## src/rtl/mips_pipe_core_if.sv

```systemverilog
// Memory bus between mips_pipe_core (master) and its instruction/data memories (slave).
`timescale 1ns/1ps
interface mips_pipe_core_if #(
    parameter int DATA_W = 16,
    parameter int PC_W   = 6
);
    // No valid/ready back-pressure: imem_data and dmem_rdata answer combinationally in the
    // same cycle as their address; a store commits at the rising edge ending a dmem_we cycle.
    logic [PC_W-1:0]   imem_addr;
    logic [15:0]       imem_data;
    logic [DATA_W-1:0] dmem_addr;
    logic [DATA_W-1:0] dmem_wdata;
    logic              dmem_we;
    logic              dmem_re;
    logic [DATA_W-1:0] dmem_rdata;

    modport master (
        output imem_addr,
        input  imem_data,
        output dmem_addr,
        output dmem_wdata,
        output dmem_we,
        output dmem_re,
        input  dmem_rdata
    );

    modport slave (
        input  imem_addr,
        output imem_data,
        input  dmem_addr,
        input  dmem_wdata,
        input  dmem_we,
        input  dmem_re,
        output dmem_rdata
    );
endinterface

```

## src/rtl/mips_pipe_core.sv

```systemverilog
// Parametrised 5-stage MIPS pipeline (IF/ID/EX/MEM/WB) with hazard detection and ID-stage BNE.
// Define MIPS_FWD_EN for forwarding; without it dependents stall until the producer is in WB.
`timescale 1ns/1ps
module mips_pipe_core #(
    parameter int DATA_W = 16,
    parameter int PC_W   = 6
) (
    input  logic              clk,
    input  logic              rst_n,
    mips_pipe_core_if.master  bus,
    output logic              retire,
    output logic [15:0]       stall_cnt,
    output logic [DATA_W-1:0] dbg_r1,
    output logic [DATA_W-1:0] dbg_r2,
    output logic [DATA_W-1:0] dbg_r3
);
    localparam logic [3:0] OP_ADD  = 4'd0;
    localparam logic [3:0] OP_SUB  = 4'd1;
    localparam logic [3:0] OP_AND  = 4'd2;
    localparam logic [3:0] OP_OR   = 4'd3;
    localparam logic [3:0] OP_SLT  = 4'd4;
    localparam logic [3:0] OP_ADDI = 4'd5;
    localparam logic [3:0] OP_LW   = 4'd6;
    localparam logic [3:0] OP_SW   = 4'd7;
    localparam logic [3:0] OP_BNE  = 4'd8;

    logic [PC_W-1:0]   pc_q, pc_d;
    logic              ifid_valid_q;
    logic [15:0]       ifid_instr_q;
    logic [PC_W-1:0]   ifid_pc_q;

    logic              idex_valid_q, idex_we_q, idex_load_q, idex_store_q, idex_imm_q;
    logic [3:0]        idex_op_q, idex_dst_q;
    logic [DATA_W-1:0] idex_a_q, idex_b_q, idex_simm_q;
`ifdef MIPS_FWD_EN
    logic [3:0]        idex_rs_q, idex_rt_q;
`endif

    logic              exmem_valid_q, exmem_we_q, exmem_load_q, exmem_store_q;
    logic [3:0]        exmem_dst_q;
    logic [DATA_W-1:0] exmem_alu_q, exmem_sdata_q;

    logic              memwb_valid_q, memwb_we_q;
    logic [3:0]        memwb_dst_q;
    logic [DATA_W-1:0] memwb_data_q;

    logic [DATA_W-1:0] rf_q [16];
    logic [15:0]       stall_cnt_q;

    // ---------------- ID decode ----------------
    logic [3:0]        id_op, id_rs, id_rt, id_rd, id_dst;
    logic signed [3:0] id_simm4;
    logic              id_use_rs, id_use_rt, id_we, id_load, id_store, id_branch, id_imm;
    logic [DATA_W-1:0] id_rs_val, id_rt_val, br_a, br_b;
    logic              ex_hit_rs, ex_hit_rt, mem_hit_rs, mem_hit_rt;
    logic              id_stall, br_taken;
    logic [PC_W-1:0]   br_target;

    assign id_op    = ifid_instr_q[15:12];
    assign id_rs    = ifid_instr_q[11:8];
    assign id_rt    = ifid_instr_q[7:4];
    assign id_rd    = ifid_instr_q[3:0];
    assign id_simm4 = ifid_instr_q[3:0];

    always_comb begin
        id_use_rs = ifid_valid_q && (id_op <= OP_BNE);
        id_use_rt = ifid_valid_q && ((id_op <= OP_SLT) || (id_op == OP_SW) || (id_op == OP_BNE));
        id_dst    = ((id_op == OP_ADDI) || (id_op == OP_LW)) ? id_rt : id_rd;
        id_we     = ifid_valid_q && (id_op <= OP_LW) && (id_dst != 4'd0);
        id_load   = ifid_valid_q && (id_op == OP_LW);
        id_store  = ifid_valid_q && (id_op == OP_SW);
        id_branch = ifid_valid_q && (id_op == OP_BNE);
        id_imm    = (id_op == OP_ADDI) || (id_op == OP_LW) || (id_op == OP_SW);
    end

    // Register read with same-cycle WB bypass; R0 always reads zero.
    always_comb begin
        id_rs_val = rf_q[id_rs];
        id_rt_val = rf_q[id_rt];
        if (memwb_we_q && (memwb_dst_q == id_rs)) id_rs_val = memwb_data_q;
        if (memwb_we_q && (memwb_dst_q == id_rt)) id_rt_val = memwb_data_q;
        if (id_rs == 4'd0) id_rs_val = '0;
        if (id_rt == 4'd0) id_rt_val = '0;
    end

    // *_we_q already excludes R0, so a hit implies a real nonzero destination.
    assign ex_hit_rs  = id_use_rs && idex_we_q  && (idex_dst_q  == id_rs);
    assign ex_hit_rt  = id_use_rt && idex_we_q  && (idex_dst_q  == id_rt);
    assign mem_hit_rs = id_use_rs && exmem_we_q && (exmem_dst_q == id_rs);
    assign mem_hit_rt = id_use_rt && exmem_we_q && (exmem_dst_q == id_rt);

`ifdef MIPS_FWD_EN
    assign id_stall = (idex_load_q && (ex_hit_rs || ex_hit_rt)) ||
                      (id_branch && (ex_hit_rs || ex_hit_rt ||
                                     (exmem_load_q && (mem_hit_rs || mem_hit_rt))));
    assign br_a = (mem_hit_rs && !exmem_load_q) ? exmem_alu_q : id_rs_val;
    assign br_b = (mem_hit_rt && !exmem_load_q) ? exmem_alu_q : id_rt_val;
`else
    assign id_stall = ex_hit_rs || ex_hit_rt || mem_hit_rs || mem_hit_rt;
    assign br_a     = id_rs_val;
    assign br_b     = id_rt_val;
`endif

    assign br_taken  = id_branch && !id_stall && (br_a != br_b);
    assign br_target = ifid_pc_q + PC_W'(1) + PC_W'(id_simm4);

    always_comb begin
        pc_d = pc_q + PC_W'(1);
        if (id_stall)      pc_d = pc_q;
        else if (br_taken) pc_d = br_target;
    end

    // ---------------- EX ----------------
    logic [DATA_W-1:0] ex_a, ex_b, ex_bsel, ex_alu;

`ifdef MIPS_FWD_EN
    // EX/MEM is assigned last so it wins over the older MEM/WB result.
    always_comb begin
        ex_a = idex_a_q;
        ex_b = idex_b_q;
        if (memwb_we_q && (memwb_dst_q == idex_rs_q)) ex_a = memwb_data_q;
        if (memwb_we_q && (memwb_dst_q == idex_rt_q)) ex_b = memwb_data_q;
        if (exmem_we_q && !exmem_load_q && (exmem_dst_q == idex_rs_q)) ex_a = exmem_alu_q;
        if (exmem_we_q && !exmem_load_q && (exmem_dst_q == idex_rt_q)) ex_b = exmem_alu_q;
    end
`else
    assign ex_a = idex_a_q;
    assign ex_b = idex_b_q;
`endif

    assign ex_bsel = idex_imm_q ? idex_simm_q : ex_b;

    always_comb begin
        case (idex_op_q)
            OP_SUB:  ex_alu = ex_a - ex_bsel;
            OP_AND:  ex_alu = ex_a & ex_bsel;
            OP_OR:   ex_alu = ex_a | ex_bsel;
            OP_SLT:  ex_alu = ($signed(ex_a) < $signed(ex_bsel)) ? DATA_W'(1) : '0;
            default: ex_alu = ex_a + ex_bsel;
        endcase
    end

    // ---------------- state ----------------
    always_ff @(posedge clk or negedge rst_n) begin
        if (!rst_n) begin
            pc_q          <= '0;
            ifid_valid_q  <= 1'b0;
            ifid_instr_q  <= '0;
            ifid_pc_q     <= '0;
            idex_valid_q  <= 1'b0;
            idex_we_q     <= 1'b0;
            idex_load_q   <= 1'b0;
            idex_store_q  <= 1'b0;
            idex_imm_q    <= 1'b0;
            idex_op_q     <= '0;
            idex_dst_q    <= '0;
            idex_a_q      <= '0;
            idex_b_q      <= '0;
            idex_simm_q   <= '0;
`ifdef MIPS_FWD_EN
            idex_rs_q     <= '0;
            idex_rt_q     <= '0;
`endif
            exmem_valid_q <= 1'b0;
            exmem_we_q    <= 1'b0;
            exmem_load_q  <= 1'b0;
            exmem_store_q <= 1'b0;
            exmem_dst_q   <= '0;
            exmem_alu_q   <= '0;
            exmem_sdata_q <= '0;
            memwb_valid_q <= 1'b0;
            memwb_we_q    <= 1'b0;
            memwb_dst_q   <= '0;
            memwb_data_q  <= '0;
            stall_cnt_q   <= '0;
            for (int i = 0; i < 16; i++) rf_q[i] <= '0;
        end else begin
            pc_q <= pc_d;

            if (!id_stall) begin
                ifid_valid_q <= !br_taken;
                ifid_instr_q <= bus.imem_data;
                ifid_pc_q    <= pc_q;
            end

            // A stalled ID instruction leaves a bubble behind it in EX.
            idex_valid_q <= ifid_valid_q && !id_stall;
            idex_we_q    <= id_we && !id_stall;
            idex_load_q  <= id_load && !id_stall;
            idex_store_q <= id_store && !id_stall;
            idex_imm_q   <= id_imm;
            idex_op_q    <= id_op;
            idex_dst_q   <= id_dst;
            idex_a_q     <= id_rs_val;
            idex_b_q     <= id_rt_val;
            idex_simm_q  <= DATA_W'(id_simm4);
`ifdef MIPS_FWD_EN
            idex_rs_q    <= id_rs;
            idex_rt_q    <= id_rt;
`endif

            exmem_valid_q <= idex_valid_q;
            exmem_we_q    <= idex_we_q;
            exmem_load_q  <= idex_load_q;
            exmem_store_q <= idex_store_q;
            exmem_dst_q   <= idex_dst_q;
            exmem_alu_q   <= ex_alu;
            exmem_sdata_q <= ex_b;

            memwb_valid_q <= exmem_valid_q;
            memwb_we_q    <= exmem_we_q;
            memwb_dst_q   <= exmem_dst_q;
            memwb_data_q  <= exmem_load_q ? bus.dmem_rdata : exmem_alu_q;

            if (memwb_we_q) rf_q[memwb_dst_q] <= memwb_data_q;

            if (id_stall && (stall_cnt_q != 16'hFFFF)) stall_cnt_q <= stall_cnt_q + 16'd1;
        end
    end

    assign bus.imem_addr  = pc_q;
    assign bus.dmem_addr  = exmem_alu_q;
    assign bus.dmem_wdata = exmem_sdata_q;
    assign bus.dmem_we    = exmem_store_q;
    assign bus.dmem_re    = exmem_load_q;

    assign retire    = memwb_valid_q;
    assign stall_cnt = stall_cnt_q;
    assign dbg_r1    = rf_q[1];
    assign dbg_r2    = rf_q[2];
    assign dbg_r3    = rf_q[3];
endmodule

```

## src/flat_wrapper.sv

```systemverilog
// flat-port wrapper written by rule: the top's interface ports become plain ports
module mips_pipe_core_flat 
#(
    parameter int DATA_W = 16,
    parameter int PC_W   = 6
)
  (clk, rst_n, retire, stall_cnt, dbg_r1, dbg_r2, dbg_r3, bus_imem_addr, bus_imem_data, bus_dmem_addr, bus_dmem_wdata, bus_dmem_we, bus_dmem_re, bus_dmem_rdata);
  mips_pipe_core_if #(.DATA_W(DATA_W), .PC_W(PC_W)) bus_i ();
  input  logic clk;
  input  logic rst_n;
  output logic retire;
  output logic [15:0] stall_cnt;
  output logic [DATA_W-1:0] dbg_r1;
  output logic [DATA_W-1:0] dbg_r2;
  output logic [DATA_W-1:0] dbg_r3;
  output wire logic [$bits(bus_i.imem_addr)-1:0] bus_imem_addr;
  input wire logic [$bits(bus_i.imem_data)-1:0] bus_imem_data;
  output wire logic [$bits(bus_i.dmem_addr)-1:0] bus_dmem_addr;
  output wire logic [$bits(bus_i.dmem_wdata)-1:0] bus_dmem_wdata;
  output wire logic [$bits(bus_i.dmem_we)-1:0] bus_dmem_we;
  output wire logic [$bits(bus_i.dmem_re)-1:0] bus_dmem_re;
  input wire logic [$bits(bus_i.dmem_rdata)-1:0] bus_dmem_rdata;
  assign bus_imem_addr = bus_i.imem_addr;
  assign bus_i.imem_data = bus_imem_data;
  assign bus_dmem_addr = bus_i.dmem_addr;
  assign bus_dmem_wdata = bus_i.dmem_wdata;
  assign bus_dmem_we = bus_i.dmem_we;
  assign bus_dmem_re = bus_i.dmem_re;
  assign bus_i.dmem_rdata = bus_dmem_rdata;
  mips_pipe_core #(.DATA_W(DATA_W), .PC_W(PC_W)) u_core (.clk(clk), .rst_n(rst_n), .bus(bus_i), .retire(retire), .stall_cnt(stall_cnt), .dbg_r1(dbg_r1), .dbg_r2(dbg_r2), .dbg_r3(dbg_r3));
endmodule
```

## config.mk

```make
export PLATFORM = sky130hd
export DESIGN_NAME = mips_pipe_core_flat
export DESIGN_NICKNAME = d
export VERILOG_FILES = /design/src/rtl/mips_pipe_core_if.sv /design/src/rtl/mips_pipe_core.sv /design/src/flat_wrapper.sv
export SDC_FILE = /design/constraint.sdc
export NUM_CORES = 1
export LEC_CHECK = 0
export BUFFER_PORTS_ARGS = -buffer_cell sky130_fd_sc_hd__buf_2
export CORE_AREA = 2 2 205 207
export CTS_CLUSTER_SIZE = 28
export DETAILED_ROUTE_END_ITERATION = 16
export DIE_AREA = 0 0 207 209
export MAX_ROUTING_LAYER = met4
export PLACE_DENSITY = 0.77
export SLEW_MARGIN = 20
export SYNTH_ARGS = -nofsm -noshare
export SYNTH_HDL_FRONTEND = slang
export SYNTH_SLANG_ARGS = --single-unit
```

## constraint.sdc

```tcl
create_clock -name clk -period 3.6 [get_ports clk]
set_clock_uncertainty 0.05 [all_clocks]
set_input_delay 0 -clock clk [delete_from_list [all_inputs] [get_ports clk]]
set_output_delay 0 -clock clk [all_outputs]
set_load 0.02 [all_outputs]
```

==> reports/metrics.csv, run 1 <==
metric,value,unit
status,"finished, final reports clean",
H-tree levels,2,
First-pass DRT Iterations,5,
CP endpoint kind,flip-flop,
Die X,207,um
Max-slew headroom,0.2924,
DR vias,16490,
Antenna diodes,0,
r2r worst-path depth,13,
pwr/cell area,869.2,mW/mm^2
number of flops mapped to enable cells by yosys,0,
Routed WL per cell,25.03,um
WP buf/inv,3,
register clock-pin slew on the reported worst setup and hold paths,0.06,ns
final weighted congestion in routability-driven placement,0.9622,
Port Buffer Count,138,
Hold Crit Class,input pin to async pin,
shortest period the worst path allows,3.543,ns
Iteration-0 DRC Markers,1794,
Die Ht,209,um
final hold violation count,0,
layout cell share with drive strength beyond 1,0.3958,
Crit path required time,4.02,ns
CTS root buffer,clkbuf_16,
YS warnings,0,
"Setup violations, final",0,
hpwl dp,45.09,mm
synth unique cells,67,
Final #Nets,2125,
overflow left after global routing,0,
"Top FF cell, synth",dfrtp_1,
vias in the first global route,16770,
TNS Setup,0,ns
Post-DP Area,0.02425,mm^2
Max rail drop VDD,0.4811,mV
Setup crit start kind,flip-flop,
WL final,65.02,mm
dominant cells by area after synthesis,"dfrtp_1 46%, mux2_2 15%, mux4_2 9.3%",
Max-cap violations,0,
leakage,0.01238,uW
post-route ant nets,0,
crit path DAT,3.97,ns
Worst Hold Slack,0.01348,ns
critical path's top delay family,simple AND/OR/NAND/NOR gates,
# DRC,0,
largest net degree at the start of global routing,101,
full die area,0.04326,mm^2
Synth top area share,0.4611,
Avg Inst Size Synth,12.50,um^2
"Seq/Total Area, Yosys",0.4611,
Synth Cell Area,0.02236,mm^2
core area,0.04129,mm^2
critical setup path kind,flip-flop to flip-flop,
Power Total,22990,uW
syn nets,1890,
"area leader, netlist",dfrtp_1,
"Slowest-stage cell, CP",mux4_2,
aggregate global-route resource usage,0.3062,
TritonCTS clock tree,done,
Max Fclk,282.3,MHz
Finished Cell Area,0.02645,mm^2
most frequent CP cell,buf_4,
Clock Tree Buf Depth,3,
CTS buffer count,44,
"flops & latches, synth",412,
CP Max Fanout,5,
I/O Pins,139,
Skew-Pair Late Insertion Delay,0.59,ns
Post-synth ARST share,1.000,
Post-Syn Instances,1789,
Area Overhead vs Synth,18.30,%
sequence of cells on the critical path,clkbuf_4 > buf_4 > mux4_2 > nor2b_1 > a211o_1 > a32o_2 > xnor2_2 > nand2_1 > nor4_4 > buf_4 > a21oi_2 > or3_1 > o221a_2,
Stages on worst setup path,13,
# rows,75,
initial antenna violation count,2,
post-DR vias/cell,6.348,
Pins Over Slew Limit,0,
initial core utilization,0.5416,
first-pass GRT wire length,99.55,mm
fin crit share,0.9841,
"Largest stage delay, worst path",0.50,ns
Worst Tran Pin Value,1.061,ns
Clock Sinks,412,
placed cells by master (no fill, tap or decap), types with 19 or more instances in the layout:
cell and count:
buf_4 164, o31ai_1 19, mux2i_1 85, ha_1 64, clkbuf_16 45, nor2_1 44, mux4_2 92, nor3_1 21
buf_2 137, inv_1 61, nand2_1 90, o21ai_0 37, xnor2_1 61, dlygate4sd3_1 33, a21oi_1 50, dfrtp_1 408
o22ai_1 41, mux2_2 289
flip-flops by register name (all words and copies together) (netlist names), 16 cells and up:
register / flops
u_core.dbg_r2: 16
u_core.dbg_r3: 16
u_core.memwb_data_q: 16
u_core.rf_q: 208
u_core.bus.dmem_addr: 16
u_core.ex_b: 16
u_core.bus.dmem_wdata: 16
u_core.dbg_r1: 16
u_core.ex_a: 16
u_core.stall_cnt: 16
u_core.ifid_instr_q: 16
power by group:
group	internal, uW	leakage (uW)	switching (uW)
Sequential	6400	0.00531	2120
Clock	2880	0.000749	1900
Combinational	4910	0.00632	4770
metrics by stage:
| step | util | cells | setup slack [ns] |
|---|---|---|---|
| after CTS | 0.6325 | 2579 | 0.004863 |
| after global placement | 0.5872 | 2465 | -0.05972 |
| after global routing | 0.6407 | 2598 | -0.04417 |
| final | 0.6407 | 2598 | 0.05735 |
| after floorplan | - | 1789 | 0.2490 |
| after detailed placement | 0.5872 | 2465 | -0.1851 |
synth_stat cells (4+ instances only):
library cell	n
nor3_1	25
a211oi_1	14
o22ai_1	42
nor2b_1	16
clkbuf_1	69
mux2_2	289
ha_1	64
buf_6	5
o31ai_1	20
a22oi_1	15
nand4_1	15
o211ai_1	5
nand2_1	91
nor2_1	44
o21bai_1	7
a21o_1	7
mux4_2	92
a211o_1	5
mux2i_1	86
nand2b_1	12
o221ai_1	4
xor2_1	15
a22o_1	17
and2_1	6
a31oi_1	16
a21oi_1	55
a221oi_1	6
buf_2	21
nand3_1	13
buf_1	9
and3_1	8
nand3b_1	5
inv_1	61
xnor2_1	62
dfrtp_1	412
buf_4	59
o21ai_0	39
or3_1	12
metal layers:
layer / part of all wire / global-route usage / vias to the layer above
met5: 0 / - / -
met4: 0.036 / 0.1180 / 0
met3: 0.083 / 0.05786 / 141
met2: 0.47 / 0.4729 / 873
met1: 0.41 / 0.4044 / 8469
li1: - / - / 7008
cell type report:
class	instances	area (um^2)
clock buffer	64	1267
clock inverter	17	250.2
fill	3100	14840
inverter	62	232.7
multi-input combinational	1150	11090
sequential	412	10320
tap	539	674.4
timing repair buffer	354	2621
path summary, 6_finish.rpt:
check                      slack (ns)                   start                 endpoint
max                              0.06  u_core.ifid_instr_q[8]  u_core.bus.imem_addr[1]
min                              0.01                   rst_n   u_core.memwb_data_q[1]
max reg2reg                      0.06  u_core.ifid_instr_q[8]  u_core.bus.imem_addr[1]
min reg2reg                      0.30      u_core.idex_load_q       u_core.bus.dmem_re
max in group asynchronous        2.42                   rst_n        u_core.dbg_r3[10]
min in group clk                 0.12        bus_imem_data[1]   u_core.ifid_instr_q[1]
kinds of logic after synthesis:
logic type,synth area share
DFF,0.4611
buffers and inverters,0.05164
muxes,0.2779
AOI/OAI and AO/OA,0.08192
adders and majority gates,0.03850
xor gates and xnor gates,0.03016
and+or+nand+nor,0.05886
repair_timing:
item / in CTS / in global routing
hold endpoints to repair: 126 / 0
endpoints found under the setup margin: 8 / 12
resized for setup: 5 / 34
hold buffers: 33 / 0
pin swaps: 0 / 13
setup buffers: 0 / 19
(Power assumes the default switching activity.)
==> run 2, diff against run 1 <==
Settings changed: REMOVE_ABC_BUFFERS set to 1.
==> run 2 against run 1 <==
Effect of this change: global-route usage is 0.60 points lower; hold slack better by 0.065 ns; critical path type unchanged; non-clock buffer count is 32 lower; register-to-register slack better by 0.07 ns; largest power group unchanged; largest cell class unchanged; clock-buffer cell count is 3 higher.
==> reports/metrics.csv, run 2 (same netlist as run 1, synthesis figures left out) <==
metric,value,unit,change
First-pass DRT Iterations,5,,unchanged
Clock Sinks,412,,unchanged
combinational fraction of design power,0.418,,-0.003
DR vias,15930,,-3.4%
CP endpoint kind,flip-flop,,
layout cell share with drive strength beyond 1,0.3933,,-0.002526
CTS root buffer,clkbuf_16,,
full die area,0.04326,mm^2,unchanged
Final #Nets,2094,,-1.5%
Max-cap violations,0,,unchanged
Worst Tran Pin Value,1.001,ns,-0.06058 ns
# DRC,0,,unchanged
first-pass GRT wire length,96.96,mm,-2.6%
RSZ-0062 raised after global routing,yes,,
final core utilization,0.6361,,-0.004546
post-route ant nets,0,,unchanged
status,"finished, final reports clean",,
overflow left after global routing,0,,unchanged
pwr/cell area,868.1,mW/mm^2,-0.13%
aggregate global-route resource usage,0.3002,,-0.006003
fin crit share,0.9654,,-0.01866
initial antenna violation count,2,,unchanged
"commonest non-fill, non-tap cell in the layout",dfrtp_1,,
final weighted congestion in routability-driven placement,0.9501,,-1.3%
"Setup violations, final",0,,unchanged
hpwl dp,43.95,mm,-2.5%
register clock-pin slew on the reported worst setup and hold paths,0.07,ns,about the same
most frequent cells in the layout,"408 x dfrtp_1, 289 x mux2_2, 137 x buf_2",,
leakage,0.01223,uW,-1.2%
Area Overhead vs Synth,17.46,%,
CTS buffer count,45,,+2.3%
Max-slew headroom,0.3328,,+0.04039
shortest period the worst path allows,3.475,ns,-0.06716 ns
Iteration-0 DRC Markers,1426,,-21%
Max Fclk,287.7,MHz,+1.9%
Hold Crit Class,input pin to async pin,,
Die Ht,209,um,unchanged
post-DR vias/cell,6.200,,-2.3%
Pins Over Slew Limit,0,,unchanged
TritonCTS clock tree,done,,
Switching Fraction,0.3823,,about the same
Switch Pwr,8716,uW,-0.92%
# rows,75,,unchanged
flip-flop count of the largest register after layout,208,,unchanged
core area,0.04129,mm^2,unchanged
initial core utilization,0.5416,,unchanged
Int Power,14090,uW,-0.79%
final hold violation count,0,,unchanged
critical setup path kind,flip-flop to flip-flop,,
sequential power share,0.370,,about the same
Power Total,22800,uW,-0.84%
CP Max Fanout,10,,+5
Die X,207,um,unchanged
H-tree levels,2,,unchanged
Max rail drop VDD,0.5296,mV,+10%
I/O Pins,139,,unchanged
vias in the first global route,16400,,-2.2%
Biggest register,u_core.rf_q,,
largest net degree at the start of global routing,116,,+15%
crit path DAT,3.88,ns,-0.09 ns
Setup crit start kind,flip-flop,,
Skew-Pair Late Insertion Delay,0.58,ns,about the same
Clock Tree Buf Depth,3,,unchanged
Routed WL per cell,24.27,um,-3.0%
Clk pwr share,0.212,,+0.004
"reg-to-reg slack, setup",0.12,ns,+0.07 ns
WL final,62.36,mm,-4.1%
Port Buffer Count,138,,unchanged
Crit path required time,4.01,ns,about the same
## run 2: cell count changes in the layout (fill, tap and decap cells not counted), sizes merged
cell,change
buf,-31
clkinvlp,+5
inv,-2
diode,+1
bufinv,-3
clkbuf,+2
clkinv,-1
## run 2: path summary, 6_finish.rpt
path                                   startpoint                       to  cells past startpoint
max                        u_core.ifid_instr_q[8]  u_core.bus.imem_addr[1]                     12
min                                         rst_n  u_core.bus.imem_addr[3]                      2
max reg2reg                u_core.ifid_instr_q[8]  u_core.bus.imem_addr[1]                     12
min reg2reg                  u_core.exmem_valid_q            u_core.retire                      0
max in group asynchronous                   rst_n        u_core.dbg_r1[15]                      3
min in group clk                 bus_imem_data[0]   u_core.ifid_instr_q[0]                      4
## run 2: repair_timing
action                                  CTS  global route
hold buffers                             33             0
buffers inserted                          0             2
endpoints found under the setup margin    3            11
endpoints found under the hold margin   139             0
gates resized for setup                   3            39
cloned                                    0             0
pin swaps                                 1            10
## run 2: metrics by stage
stage	instances	cell area (um^2)	setup WS [ns]	hold WS, ns	setup TNS, ns
after floorplan	1624	21440	-2.069	-0.3456	-94.05
after global placement	2449	24110	-0.09105	0.09644	-0.09105
after detailed placement	2449	24110	-0.1457	0.1141	-0.2033
after CTS	2565	26030	0.004095	0.09342	0
after global routing	2569	26270	-0.04263	0.1220	-0.07369
final	2569	26270	0.1245	0.07838	0
## run 2: power groups by stage
stage          clock (uW)  sequential [uW]  combinational [uW]
6_report             4830             8440                9530
5_1_grt              5100             8670               10300
4_1_cts              4910             8360                9280
3_5_place_dp            0             8420                9170
3_3_place_gp            0             8270                8970
2_1_floorplan           0             8360                5610
## run 2: layer usage
metal	share of wire	vias up	global-route usage
met5	0	-	-
met4	0.045	0	0.1357
met3	0.078	160	0.06132
met2	0.48	711	0.4659
met1	0.40	8119	0.3836
li1	-	6937	-
## run 2: final cells by class
| cell class | count | area [um^2] |
|---|---|---|
| Multi-Input combinational cell | 1150 | 11100 |
| Timing Repair Buffer | 322 | 2355 |
| Clock buffer | 67 | 1391 |
| Antenna cell | 1 | 2.502 |
| Sequential cell | 412 | 10320 |
| Fill cell | 3100 | 15020 |
| Tap cell | 539 | 674.4 |
| Clock inverter | 16 | 186.4 |
| Inverter | 62 | 236.5 |
## run 2: worst max-delay path, stage by stage (launching register included)
cell and delay [ns]:
dfrtp_4 0.52, buf_12 0.17, buf_4 0.21, mux4_2 0.53
a211oi_2 0.31, a31oi_2 0.19, xnor2_2 0.28, nand3_1 0.17
nor4_4 0.21, buf_4 0.16, a21oi_2 0.08, or3_1 0.34
o221a_2 0.13
==> run 3, diff against run 2 <==
Settings changed: ABC_AREA set to 1, CORE_AREA 2 2 205 207 to 2 2 212 214, DIE_AREA 0 0 207 209 to 0 0 214 216, PLACE_DENSITY 0.77 to 0.72.
==> run 3 against run 2 <==
Effect of this change: routed wire length increased by 19%; sequential share of layout area decreased by 0.56 points; the flow now finishes with violations (hold timing); maximum frequency increased by 8.8%; hold slack got worse by 0.095 ns; final cell count increased by 53%; largest power group unchanged; register-to-register slack improved by 0.28 ns; non-clock buffer count decreased by 87; critical path type unchanged; global-route usage increased by 3.3 points; utilization decreased by 2.8 points; critical path depth increased by 4; synthesized area increased by 6.7%; first-iteration DRC count increased by 66%.
==> reports/metrics.csv, run 3 <==
metric,value,unit,change
status,"complete, but fails checks",,
failing checks,hold timing,,
Die X,214,um,+3.4%
Post-Syn Instances,3240,,+81%
synth unique cells,48,,-28%
full die area,0.04622,mm^2,+6.8%
Max Fclk,313.2,MHz,+8.8%
overflow left after global routing,0,,unchanged
Area Overhead vs Synth,11.66,%,
TNS Setup,0,ns,unchanged
Antenna diodes,0,,-1
Worst Tran Pin Value,1.112,ns,+0.1112 ns
Max-cap violations,0,,unchanged
initial core utilization,0.5443,,+0.002737
"Top FF cell, synth",dfrtp_1,,
layout cell share with drive strength beyond 1,0.1067,,-0.2866
final hold violation count,3,,+3
end point of the critical path,u_core.bus.dmem_addr[11],,
CP endpoint kind,flip-flop,,
non-filler instance count after layout,3918,,+53%
WL final,74.07,mm,+19%
Routed WL per cell,18.91,um,-22%
first-pass GRT wire length,118.5,mm,+22%
"count leader, synth",nand2_1,,
number of flops mapped to enable cells by yosys,0,,unchanged
"Largest stage delay, worst path",0.38,ns,-0.15 ns
most frequent cells in the layout,"1005 x nand2_1, 408 x dfrtp_1, 323 x nand3_1",,
RSZ-0062 raised after global routing,no,,
critical setup path kind,flip-flop to flip-flop,,
Hold Crit Class,input pin to async pin,,
YS warnings,0,,unchanged
hpwl dp,49.45,mm,+12%
Power Total,27550,uW,+21%
Clock Sinks,412,,unchanged
critical path's top delay family,simple AND/OR/NAND/NOR gates,,
Post-DP Area,0.02472,mm^2,+2.6%
fin crit share,0.8870,,-0.07842
Final #Nets,3391,,+62%
CTS buffer count,47,,+4.4%
initial antenna violation count,0,,-2
aggregate global-route resource usage,0.3336,,+0.03337
Synth top area share,0.4321,,-0.02896
sequence of cells on the critical path,inv_1 > buf_4 > or2_2 > o21ai_0 > ha_1 > o31ai_1 > nand2_1 > nand2_1 > nand2_1 > nand2_1 > nand2_1 > nand2_1 > a21oi_1 > or2_2 > nand3_1 > o2111ai_1,,
final weighted congestion in routability-driven placement,0.9583,,+0.86%
H-tree levels,2,,unchanged
Finished Cell Area,0.02664,mm^2,+1.4%
Post-synth ARST share,1.000,,unchanged
I/O Pins,139,,unchanged
Iteration-0 DRC Markers,2371,,+66%
# rows,77,,+2.7%
pwr/cell area,1034,mW/mm^2,+19%
Setup crit start kind,flip-flop,,
Port Buffer Count,138,,unchanged
FILL cells,3963,,+28%
WP buf/inv,2,,-1
"flops & latches, synth",412,,unchanged
# DRC,0,,unchanged
Max-slew headroom,0.2569,,-0.07592
"Setup violations, final",0,,unchanged
Biggest register,u_core.rf_q,,
Post-synth top cells,"1006 x nand2_1, 412 x dfrtp_1, 323 x nand3_1",,
TritonCTS clock tree,done,,
Reg-to-Reg Start,u_core.idex_imm_q,,
worst setup path start,u_core.idex_imm_q,,
Max rail drop VDD,0.6141,mV,+16%
post-route ant nets,0,,unchanged
First-pass DRT Iterations,6,,+1
FF-to-FF End,u_core.bus.dmem_addr[11],,
Clock Tree Buf Depth,3,,unchanged
"Seq/Total Area, Yosys",0.4321,,-0.02896
leakage,0.01353,uW,+11%
Skew-Pair Late Insertion Delay,0.61,ns,+0.03 ns
placed cell count,3799,,+55%
CTS root buffer,clkbuf_16,,
largest net degree at the start of global routing,107,,-7.8%
shortest period the worst path allows,3.193,ns,-0.2823 ns
crit path DAT,3.58,ns,-0.30 ns
core area,0.04384,mm^2,+6.2%
register clock-pin slew on the reported worst setup and hold paths,0.06,ns,about the same
"area leader, netlist",dfrtp_1,,
"Slowest-stage cell, CP",ha_1,,
Die Ht,216,um,+3.3%
vias in the first global route,22110,,+35%
r2r worst-path depth,16,,+4
post-place setup slack,0.2592,ns,+0.4049 ns
Crit path required time,3.99,ns,-0.02 ns
dominant cells by area after synthesis,"dfrtp_1 43%, nand2_1 16%, nand3_1 6.8%",,
most frequent CP cell,nand2_1,,
Pins Over Slew Limit,0,,unchanged
post-layout worst setup margin,0.4068,ns,+0.2823 ns
post-DR vias/cell,5.667,,-8.6%
DR vias,22200,,+39%
flip-flop count of the largest register after layout,208,,unchanged
Stages on worst setup path,16,,+4
Worst Hold Slack,-0.01638,ns,-0.09476 ns
"commonest non-fill, non-tap cell in the layout",nand2_1,,
"reg-to-reg slack, setup",0.41,ns,+0.28 ns
Avg Inst Size Synth,7.364,um^2,-41%
Synth Cell Area,0.02386,mm^2,+6.7%
CP Max Fanout,15,,+5
-- run 3: changes by cell type in the layout (fill, tap and decap cells not counted), moves of 94 or more --
cell     before   now
nand3_1      13   323
nand2_1      91  1005
mux2_2      289    17
nor2_1       44   174
o21ai_0      37   318
a21oi_1      47   141
inv_1        60   311
-- run 3: per-stage QoR --
stage | hold WS (ns) | util
floorplan | -0.3456 | -
global route | 0.04476 | 0.6078
global placement | 0.05724 | 0.5640
CTS | 0.02163 | 0.6073
finish | -0.01638 | 0.6078
detailed placement | 0.05627 | 0.5640
-- run 3: worst min-delay path by stage --
stage | endpoint | depth (start not counted) | from | slack (ns)
6_report | u_core.dbg_r3[8] | 2 | rst_n | -0.02
3_5_place_dp | u_core.dbg_r3[8] | 1 | rst_n | 0.06
5_1_grt | u_core.dbg_r3[8] | 2 | rst_n | 0.04
4_1_cts | u_core.dbg_r3[8] | 2 | rst_n | 0.02
3_3_place_gp | u_core.dbg_r3[8] | 1 | rst_n | 0.06
2_1_floorplan | u_core.bus.dmem_addr[0] | 0 | rst_n | -0.35
-- run 3: final cells by class --
type	instances	area (um^2)	area share
Sequential cell	412	10320	0.3873
Multi-Input combinational cell	2268	11100	0.4167
Clock buffer	71	1386	0.05203
Inverter	326	1224	0.04593
Timing Repair Buffer	235	1687	0.06330
Tap cell	592	740.7	0.02780
Clock inverter	14	182.7	0.006856
-- run 3: report_power, final --
part           total [uW]  internal (uW)  switching (uW)
clock                4900           2890            2010
combinational       14200           4730            9480
sequential           8440           6710            1730
total               27500          14300           13200
-- run 3: metal layers --
metal	vias up	global-route usage	part of all wire
li1	10460	-	-
met1	10570	0.4194	0.41
met5	-	-	0
met2	954	0.5371	0.48
met4	0	0.1627	0.047
met3	224	0.04087	0.069
-- run 3: what timing repair did --
item | in CTS | in global routing
endpoints found under the setup margin | 0 | 5
endpoints found under the hold margin | 150 | 0
buffers inserted | 0 | 1
hold buffers | 33 | 0
resized for setup | 0 | 5
-- run 3: logic make-up after synthesis --
kind of cell | synth area share
AOI/OAI and AO/OA | 0.1285
xor gates and xnor gates | 0.01762
adders and majority gates | 0.03608
buffers and inverters | 0.1037
DFF | 0.4321
muxes | 0.008023
and+or+nand+nor | 0.2740
-- run 3: worst reg2reg max path, delay by kind of cell (launching register included) --
kind	cells	cell delay (ns)
AO/OA/AOI/OAI	4	0.78
buffers and inverters	2	0.25
AND/OR/NAND/NOR	9	1.21
flip-flops	1	0.36
adder cells (fa/ha/maj)	1	0.38
